**src/rtl/nv_ram_rwsp_param_pkg.sv**
```systemverilog
// rtl/nv_ram_rwsp_param_pkg.sv - shared helpers and FSM state type for nv_ram_rwsp_param
package nv_ram_pkg;

    typedef enum logic {
        NV_RAM_INIT  = 1'b0,
        NV_RAM_READY = 1'b1
    } nv_ram_state_t;

    // Ceiling log2, with a floor of 1 so a 2-word RAM still gets one address bit
    function automatic int clog2(input int n);
        int r;
        r = 1;
        while ((1 << r) < n) r = r + 1;
        return r;
    endfunction

    // Lane width: the last lane absorbs the remainder and may be narrower
    function automatic int lane_w(input int width, input int lanes);
        return (width + lanes - 1) / lanes;
    endfunction

endpackage

```
**src/rtl/nv_ram_rwsp_param_if.sv**
```systemverilog
// rtl/nv_ram_rwsp_param_if.sv - read/write/status bundle between a datapath client and the RAM
interface nv_ram_rwsp_param_if
    import nv_ram_pkg::*;
#(
    parameter int DEPTH = 8,
    parameter int WIDTH = 129,
    parameter int LANES = 1
);
    localparam int AW = clog2(DEPTH);

    logic [AW-1:0]    ra;
    logic             re;
    logic             ore;
    logic [WIDTH-1:0] dout;
    logic             dout_vld;
    logic [AW-1:0]    wa;
    logic             we;
    logic [WIDTH-1:0] di;
    logic [LANES-1:0] wmask;
    logic             init_done;
    logic             par_err;

    modport master (
        output ra, re, ore, wa, we, di, wmask,
        input  dout, dout_vld, init_done, par_err
    );

    modport slave (
        input  ra, re, ore, wa, we, di, wmask,
        output dout, dout_vld, init_done, par_err
    );
endinterface

```
**src/rtl/nv_ram_rwsp_param_init_ctl.sv**
```systemverilog
// rtl/nv_ram_rwsp_param_init_ctl.sv - INIT/READY sequencer that zero-sweeps the array after reset
module nv_ram_rwsp_init_ctl
    import nv_ram_pkg::*;
#(
    parameter int DEPTH = 8,
    parameter int AW    = 3
) (
    input  logic          clk,
    input  logic          rst,
    output logic          init_we,
    output logic [AW-1:0] init_wa,
    output logic          init_done
);
    localparam logic [AW-1:0] LAST = AW'(DEPTH - 1);

    nv_ram_state_t state, state_nxt;
    logic [AW-1:0] cnt, cnt_nxt;

    // State and sweep counter register; reset restarts the sweep from word 0
    always_ff @(posedge clk) begin
        if (rst) begin
            state <= NV_RAM_INIT;
            cnt   <= '0;
        end else begin
            state <= state_nxt;
            cnt   <= cnt_nxt;
        end
    end

    // One word cleared per INIT cycle; leave INIT after the last word
    always_comb begin
        state_nxt = state;
        cnt_nxt   = cnt;
        init_we   = 1'b0;
        init_wa   = cnt;
        init_done = 1'b0;
        case (state)
            NV_RAM_INIT: begin
                init_we = 1'b1;
                cnt_nxt = cnt + 1'b1;
                if (cnt == LAST) begin
                    state_nxt = NV_RAM_READY;
                    cnt_nxt   = '0;
                end
            end
            NV_RAM_READY: begin
                init_done = 1'b1;
            end
            default: state_nxt = NV_RAM_INIT;
        endcase
    end
endmodule

```
**src/rtl/nv_ram_rwsp_param.sv**
```systemverilog
// rtl/nv_ram_rwsp_param.sv - parametrised 1R1W RAM with lane masks and init sweep; parity via NV_RAM_RWSP_PARITY_EN
module nv_ram_rwsp_param
    import nv_ram_pkg::*;
#(
    parameter int DEPTH = 8,
    parameter int WIDTH = 129,
    parameter int LANES = 1
) (
    input  logic                    clk,
    input  logic                    rst,
    input  logic [31:0]             pwrbus_ram_pd,
    nv_ram_rwsp_param_if.slave      bus
);
    localparam int           AW      = clog2(DEPTH);
    localparam int           LW      = lane_w(WIDTH, LANES);
    localparam logic [AW:0]  DEPTH_W = (AW+1)'(DEPTH);

    logic             unused_pwrbus;
    logic             init_done, init_we;
    logic [AW-1:0]    init_wa;

    logic             wr_en;
    logic [AW-1:0]    wr_addr;
    logic [WIDTH-1:0] wr_data, wr_bits, user_bits, rd_word;
    logic             wa_ok, ra_ok;

    logic [AW-1:0]    ra_d;
    logic             ra_vld;
    logic [WIDTH-1:0] dout_q;
    logic             dout_vld_q;

    logic [WIDTH-1:0] mem [DEPTH];

    assign unused_pwrbus = ^pwrbus_ram_pd;

    nv_ram_rwsp_init_ctl #(.DEPTH(DEPTH), .AW(AW)) u_init_ctl (
        .clk       (clk),
        .rst       (rst),
        .init_we   (init_we),
        .init_wa   (init_wa),
        .init_done (init_done)
    );

    for (genvar b = 0; b < WIDTH; b++) begin : g_bitmask
        assign user_bits[b] = bus.wmask[b / LW];
    end

    assign wa_ok   = {1'b0, bus.wa} < DEPTH_W;
    assign ra_ok   = {1'b0, ra_d} < DEPTH_W;
    assign rd_word = ra_ok ? mem[ra_d] : '0;

    // Write port source: the sweep owns the array until init_done, then the client
    always_comb begin
        wr_en   = 1'b0;
        wr_addr = init_wa;
        wr_data = '0;
        wr_bits = '0;
        if (!init_done) begin
            wr_en   = init_we;
            wr_bits = '1;
        end else if (bus.we && wa_ok) begin
            wr_en   = 1'b1;
            wr_addr = bus.wa;
            wr_data = bus.di;
            wr_bits = user_bits;
        end
    end

    // Array write merges only the enabled lanes into the stored word
    always_ff @(posedge clk) begin
        if (wr_en) begin
            mem[wr_addr] <= (mem[wr_addr] & ~wr_bits) | (wr_data & wr_bits);
        end
    end

    // Two-stage read pipeline; dout samples before this edge's write (read-first)
    always_ff @(posedge clk) begin
        if (rst) begin
            ra_d       <= '0;
            ra_vld     <= 1'b0;
            dout_q     <= '0;
            dout_vld_q <= 1'b0;
        end else if (init_done) begin
            if (bus.re) begin
                ra_d   <= bus.ra;
                ra_vld <= 1'b1;
            end
            if (bus.ore) begin
                dout_q     <= rd_word;
                dout_vld_q <= ra_vld;
            end
        end
    end

`ifdef NV_RAM_RWSP_PARITY_EN
    logic [LANES-1:0] wr_par, wr_lanes, rd_par, rd_par_st;
    logic [LANES-1:0] par_mem [DEPTH];
    logic             par_err_q;

    for (genvar i = 0; i < LANES; i++) begin : g_lane_par
        localparam int LO = i * LW;
        localparam int HI = (((i + 1) * LW) < WIDTH ? ((i + 1) * LW) : WIDTH) - 1;
        assign wr_par[i] = ^wr_data[HI:LO];
        assign rd_par[i] = ^rd_word[HI:LO];
    end

    assign wr_lanes  = init_done ? bus.wmask : '1;
    assign rd_par_st = ra_ok ? par_mem[ra_d] : '0;

    // Parity array follows the data array lane-for-lane
    always_ff @(posedge clk) begin
        if (wr_en) begin
            par_mem[wr_addr] <= (par_mem[wr_addr] & ~wr_lanes) | (wr_par & wr_lanes);
        end
    end

    // Parity flag is captured alongside dout so the two always describe the same word
    always_ff @(posedge clk) begin
        if (rst) begin
            par_err_q <= 1'b0;
        end else if (init_done && bus.ore) begin
            par_err_q <= ra_vld & (|(rd_par ^ rd_par_st));
        end
    end

    assign bus.par_err = par_err_q;
`else
    assign bus.par_err = 1'b0;
`endif

    assign bus.dout      = dout_q;
    assign bus.dout_vld  = dout_vld_q;
    assign bus.init_done = init_done;
endmodule

```
**src/flat_wrapper.sv**
```systemverilog
// flat-port wrapper written by rule: the top's interface ports become plain ports
module nv_ram_rwsp_param_flat import nv_ram_pkg::*;
#(
    parameter int DEPTH = 8,
    parameter int WIDTH = 129,
    parameter int LANES = 1
)
  (clk, rst, pwrbus_ram_pd, bus_ra, bus_re, bus_ore, bus_wa, bus_we, bus_di, bus_wmask, bus_dout, bus_dout_vld, bus_init_done, bus_par_err);
  nv_ram_rwsp_param_if #(.DEPTH(DEPTH), .WIDTH(WIDTH), .LANES(LANES)) bus_i ();
  input  logic clk;
  input  logic rst;
  input  logic [31:0] pwrbus_ram_pd;
  input wire logic [$bits(bus_i.ra)-1:0] bus_ra;
  input wire logic [$bits(bus_i.re)-1:0] bus_re;
  input wire logic [$bits(bus_i.ore)-1:0] bus_ore;
  input wire logic [$bits(bus_i.wa)-1:0] bus_wa;
  input wire logic [$bits(bus_i.we)-1:0] bus_we;
  input wire logic [$bits(bus_i.di)-1:0] bus_di;
  input wire logic [$bits(bus_i.wmask)-1:0] bus_wmask;
  output wire logic [$bits(bus_i.dout)-1:0] bus_dout;
  output wire logic [$bits(bus_i.dout_vld)-1:0] bus_dout_vld;
  output wire logic [$bits(bus_i.init_done)-1:0] bus_init_done;
  output wire logic [$bits(bus_i.par_err)-1:0] bus_par_err;
  assign bus_i.ra = bus_ra;
  assign bus_i.re = bus_re;
  assign bus_i.ore = bus_ore;
  assign bus_i.wa = bus_wa;
  assign bus_i.we = bus_we;
  assign bus_i.di = bus_di;
  assign bus_i.wmask = bus_wmask;
  assign bus_dout = bus_i.dout;
  assign bus_dout_vld = bus_i.dout_vld;
  assign bus_init_done = bus_i.init_done;
  assign bus_par_err = bus_i.par_err;
  nv_ram_rwsp_param #(.DEPTH(DEPTH), .WIDTH(WIDTH), .LANES(LANES)) u_core (.clk(clk), .rst(rst), .pwrbus_ram_pd(pwrbus_ram_pd), .bus(bus_i));
endmodule
```
**config.mk**
```make
export PLATFORM = sky130hd
export DESIGN_NAME = nv_ram_rwsp_param_flat
export DESIGN_NICKNAME = d
export VERILOG_FILES = /design/src/rtl/nv_ram_rwsp_param_pkg.sv /design/src/rtl/nv_ram_rwsp_param_if.sv /design/src/rtl/nv_ram_rwsp_param_init_ctl.sv /design/src/rtl/nv_ram_rwsp_param.sv /design/src/flat_wrapper.sv
export SDC_FILE = /design/constraint.sdc
export NUM_CORES = 1
export LEC_CHECK = 0
export BUFFER_PORTS_ARGS = -buffer_cell sky130_fd_sc_hd__clkbuf_2
export CORE_AREA = 2 2 310 312
export DETAILED_ROUTE_END_ITERATION = 12
export DIE_AREA = 0 0 312 314
export PLACE_DENSITY = 0.74
export REMOVE_ABC_BUFFERS = 1
export SYNTH_ARGS = -nofsm -noshare
export SYNTH_HDL_FRONTEND = slang
export SYNTH_SLANG_ARGS = --single-unit
```
**constraint.sdc**
```tcl
create_clock -name clk -period 13.1 [get_ports clk]
set_input_delay 1.965 -clock clk [delete_from_list [all_inputs] [get_ports clk]]
set_output_delay 1.965 -clock clk [all_outputs]
set_load 0.02 [all_outputs]
```
==> results.sh <==
export IMPL_cts_repair_resize_count=0
export IMPL_clock_sink_count=1170
export IMPL_critPathTopFamily="buffers and inverters"
export IMPL_seqPwrFrac_pct=50.8
export IMPL_yosys_area_top_type_share_pct=57.8
export IMPL_finalSetupViolations=0
export IMPL_grt_start_max_net_pins=114
export IMPL_htreeDepth=3
export IMPL_post_synth_instance_area_um2=53700
export IMPL_power_per_cell_area_nw_per_um2=141
export IMPL_dpl_hpwl_mm=74.5
export IMPL_rows=113
export IMPL_post_layout_nonfiller_instances=5269
export IMPL_arrival_ns=6.42
export IMPL_crit_share_post_route_pct=46.0
export IMPL_synth_area_per_cell_um2=14.1
export IMPL_critical_path_max_fanout=80
export IMPL_overflow=0
export IMPL_p_sw_w=0.00199
export IMPL_worst_setup_path_type="input port to register"
export IMPL_via_count=36487
export IMPL_cts_clk_slew_worst_paths_ns=0.06
export IMPL_power_share_switching_pct=23.6
export IMPL_cts_inserted_buffers=117
export IMPL_setup_total_negative_slack_ns=0
export IMPL_placement_setup_worst_slack_ns=6.54
export IMPL_path_buf_inv=4
export IMPL_whs_ns=0.488
export IMPL_synth_area_leader_cell="sky130_fd_sc_hd__edfxtp_1"
export IMPL_synth_sequential_area_ratio_pct=62.9
export IMPL_cts_hold_buffers_added=0
export IMPL_globalRouteTotalUtil_pct=29.6
export IMPL_grt_first_pass_wirelength_mm=220
export IMPL_period_minus_slack_ns=6.03
export IMPL_post_route_drc_count=0
export IMPL_root_buffer="sky130_fd_sc_hd__clkbuf_16"
export IMPL_leading_cell_type_in_the_layout_fill_and_taps_excluded="sky130_fd_sc_hd__edfxtp_1"
export IMPL_flow_area_growth_from_synthesis_pct=11.3
export IMPL_max_stage_delay_ns=0.91
export IMPL_synth_ff_latch_count=1170
export IMPL_ir_drop_mv=0.139
export IMPL_max_cap_viol_count=0
export IMPL_portBuffers=271
export IMPL_synthDistinctLibCells=35
export IMPL_run_status="finished, final reports clean"
export IMPL_layout_nets=4074
export IMPL_wirelength_mm=147
export IMPL_yosys_warnings=0
export IMPL_clk_path_buf_depth=3
export IMPL_slew_violations=0
export IMPL_tritoncts="built"
export IMPL_place_detailed_instances=5045
export IMPL_post_cts_repair_setup_buffers=0
export IMPL_final_setup_worst_slack_ns=7.07
export IMPL_number_of_iterations_in_the_first_detailed_routing_pass=5
export IMPL_max_slew_worst_pin_slew_ns=1.09
export IMPL_setup_worst_path_start_class="input port"
export IMPL_route_detailed_vias_per_inst=6.92
export IMPL_cellLeakagePower_nw=19.0
export IMPL_post_route_cells_drive_above_1_share_pct=22.5
export IMPL_worst_endpoint_required_ns=13.49
export IMPL_synth_area_top_cells="sky130_fd_sc_hd__edfxtp_1, sky130_fd_sc_hd__mux4_2, sky130_fd_sc_hd__dfxtp_1"
export IMPL_crit_path_frequent_cell="sky130_fd_sc_hd__buf_4"
export IMPL_crit_slowest_cell="sky130_fd_sc_hd__buf_4"
export IMPL_power_report_internal_total_w=0.00645
export IMPL_post_synth_inst_count=3808
export IMPL_comb_power_share_pct=9.3
export IMPL_hold_violations=0
export IMPL_top_level_ports=305
export IMPL_fmax_mhz=166
export IMPL_min_path_cells=2
export IMPL_insertion_delay_ns=0.70
export IMPL_slew_headroom_pct=27.6
export IMPL_via_count_of_the_first_global_routing_pass=36683
export IMPL_drt_antenna_violating_nets=0
export IMPL_rsz_0062_raised_after_global_routing="no"
export IMPL_globalplace_congestion=0.784
export IMPL_coreArea_um2=94400
export IMPL_worst_r2r_path_depth=9
export IMPL_clock_skew_final_ns=0.0209
export IMPL_design_power_total_w=0.00844
export IMPL_crit_path_end_kind="register"
export IMPL_initial_antenna_violation_count=3
export IMPL_fp_dieH_um=314
export IMPL_worstSetupPathDepth=9
export IMPL_drt_iter0_drc=4280
export IMPL_crit_path_cell_trace="clkbuf_2, a21bo_4, buf_4, buf_4, buf_4, nand3_1, a21oi_1, a2111oi_0, o21ai_0"
export IMPL_routed_wire_length_per_instance_um=28.0
export IMPL_initial_standard_cell_utilization_of_the_core_pct=56.8
export IMPL_most_common_layout_cells="sky130_fd_sc_hd__edfxtp_1, sky130_fd_sc_hd__o21ai_0, sky130_fd_sc_hd__a21oi_1"
export IMPL_dieArea_um2=98000
export IMPL_share_clk_of_total_power_pct=39.9
export IMPL_worstHoldPathType="register to register"
export IMPL_die_w_um=312
[power by group through the flow]
stage	Combinational, W	Clock [W]	Sequential (W)
after detailed placement	0.000773	0	0.00436
after floorplan	0.000514	0	0.00439
after global routing	0.000834	0.00355	0.00430
after CTS	0.000779	0.00340	0.00428
after global placement	0.000765	0	0.00435
final	0.000783	0.00337	0.00429
[kinds of logic after synthesis]
logic type,share of synthesized area (%)
adders and majority gates,0.0466
buffers and inverters,2.85
muxes,17.2
AOI/OAI and AO/OA,12.0
DFF,62.9
and+or+nand+nor,4.94
other,0.00699
[final timing paths]
check | startpoint | to | slack (ns)
max reg2reg | u_core.u_init_ctl.state$_SDFF_PP0_ | u_core.mem[5][101]$_DFFE_PP_ | 7.80
min | u_core.ra_vld$_SDFFE_PP0P_ | u_core.ra_vld$_SDFFE_PP0P_ | 0.49
max | bus_we | u_core.mem[5][101]$_DFFE_PP_ | 7.07
min reg2reg | u_core.ra_vld$_SDFFE_PP0P_ | u_core.ra_vld$_SDFFE_PP0P_ | 0.49
[tightest hold or removal path, delay by kind of cell (launching register included)]
family,cells,cell delay [ns]
AOI/OAI and AO/OA,1,0.04
DFF,1,0.33
and+or+nand+nor,1,0.08
[per-layer routing]
metal | global-route usage (%) | vias to the layer above | share of wire [%]
met1 | 38.3 | 18211 | 36
met5 | 0 | - | 0.0088
met3 | 4.64 | 391 | 10
met2 | 50.1 | 2452 | 50
met4 | 12.8 | 2 | 3.4
li1 | - | 15431 | -
[layout make-up]
type,instances,area [um2]
Tap cell,1265,1580
Sequential cell,1170,33800
Fill cell,7065,34700
Clock inverter,63,621
Clock buffer,159,3250
Antenna cell,2,5.00
Multi-Input combinational cell,2265,18500
Timing Repair Buffer,343,1940
Inverter,2,7.51
[synth_stat cells (all sizes together)]
library cell,n
edfxtp,1032
o21ai,449
a21oi,325
nand3,323
clkbuf,274
mux4,258
mux2i,224
nor2,145
dfxtp,138
a211oi,130
nand2,115
a2111oi,106
mux2,106
buf,97
o22a,46
a31oi,24
and2,2
and3,2
ha,2
inv,2
a21bo,1
a21boi,1
and4b,1
conb,1
nand4b,1
nor3,1
o21a,1
o31a,1
[flip-flops by register name (all words and copies together) (netlist names)]
name and cells:
u_core.bus.dout 129, u_core.bus.dout_vld 1, u_core.mem 1032, u_core.ra_d 3, u_core.ra_vld 1, u_core.u_init_ctl.init_wa 3, u_core.u_init_ctl.state 1
[through the flow]
stage | utilization, % | cell area (um2)
2_1_floorplan | - | 52100
3_3_place_gp | 59.1 | 55800
3_5_place_dp | 59.1 | 55800
4_1_cts | 63.2 | 59700
5_1_grt | 63.2 | 59700
6_report | 63.2 | 59700
(Power assumes the default switching activity.)
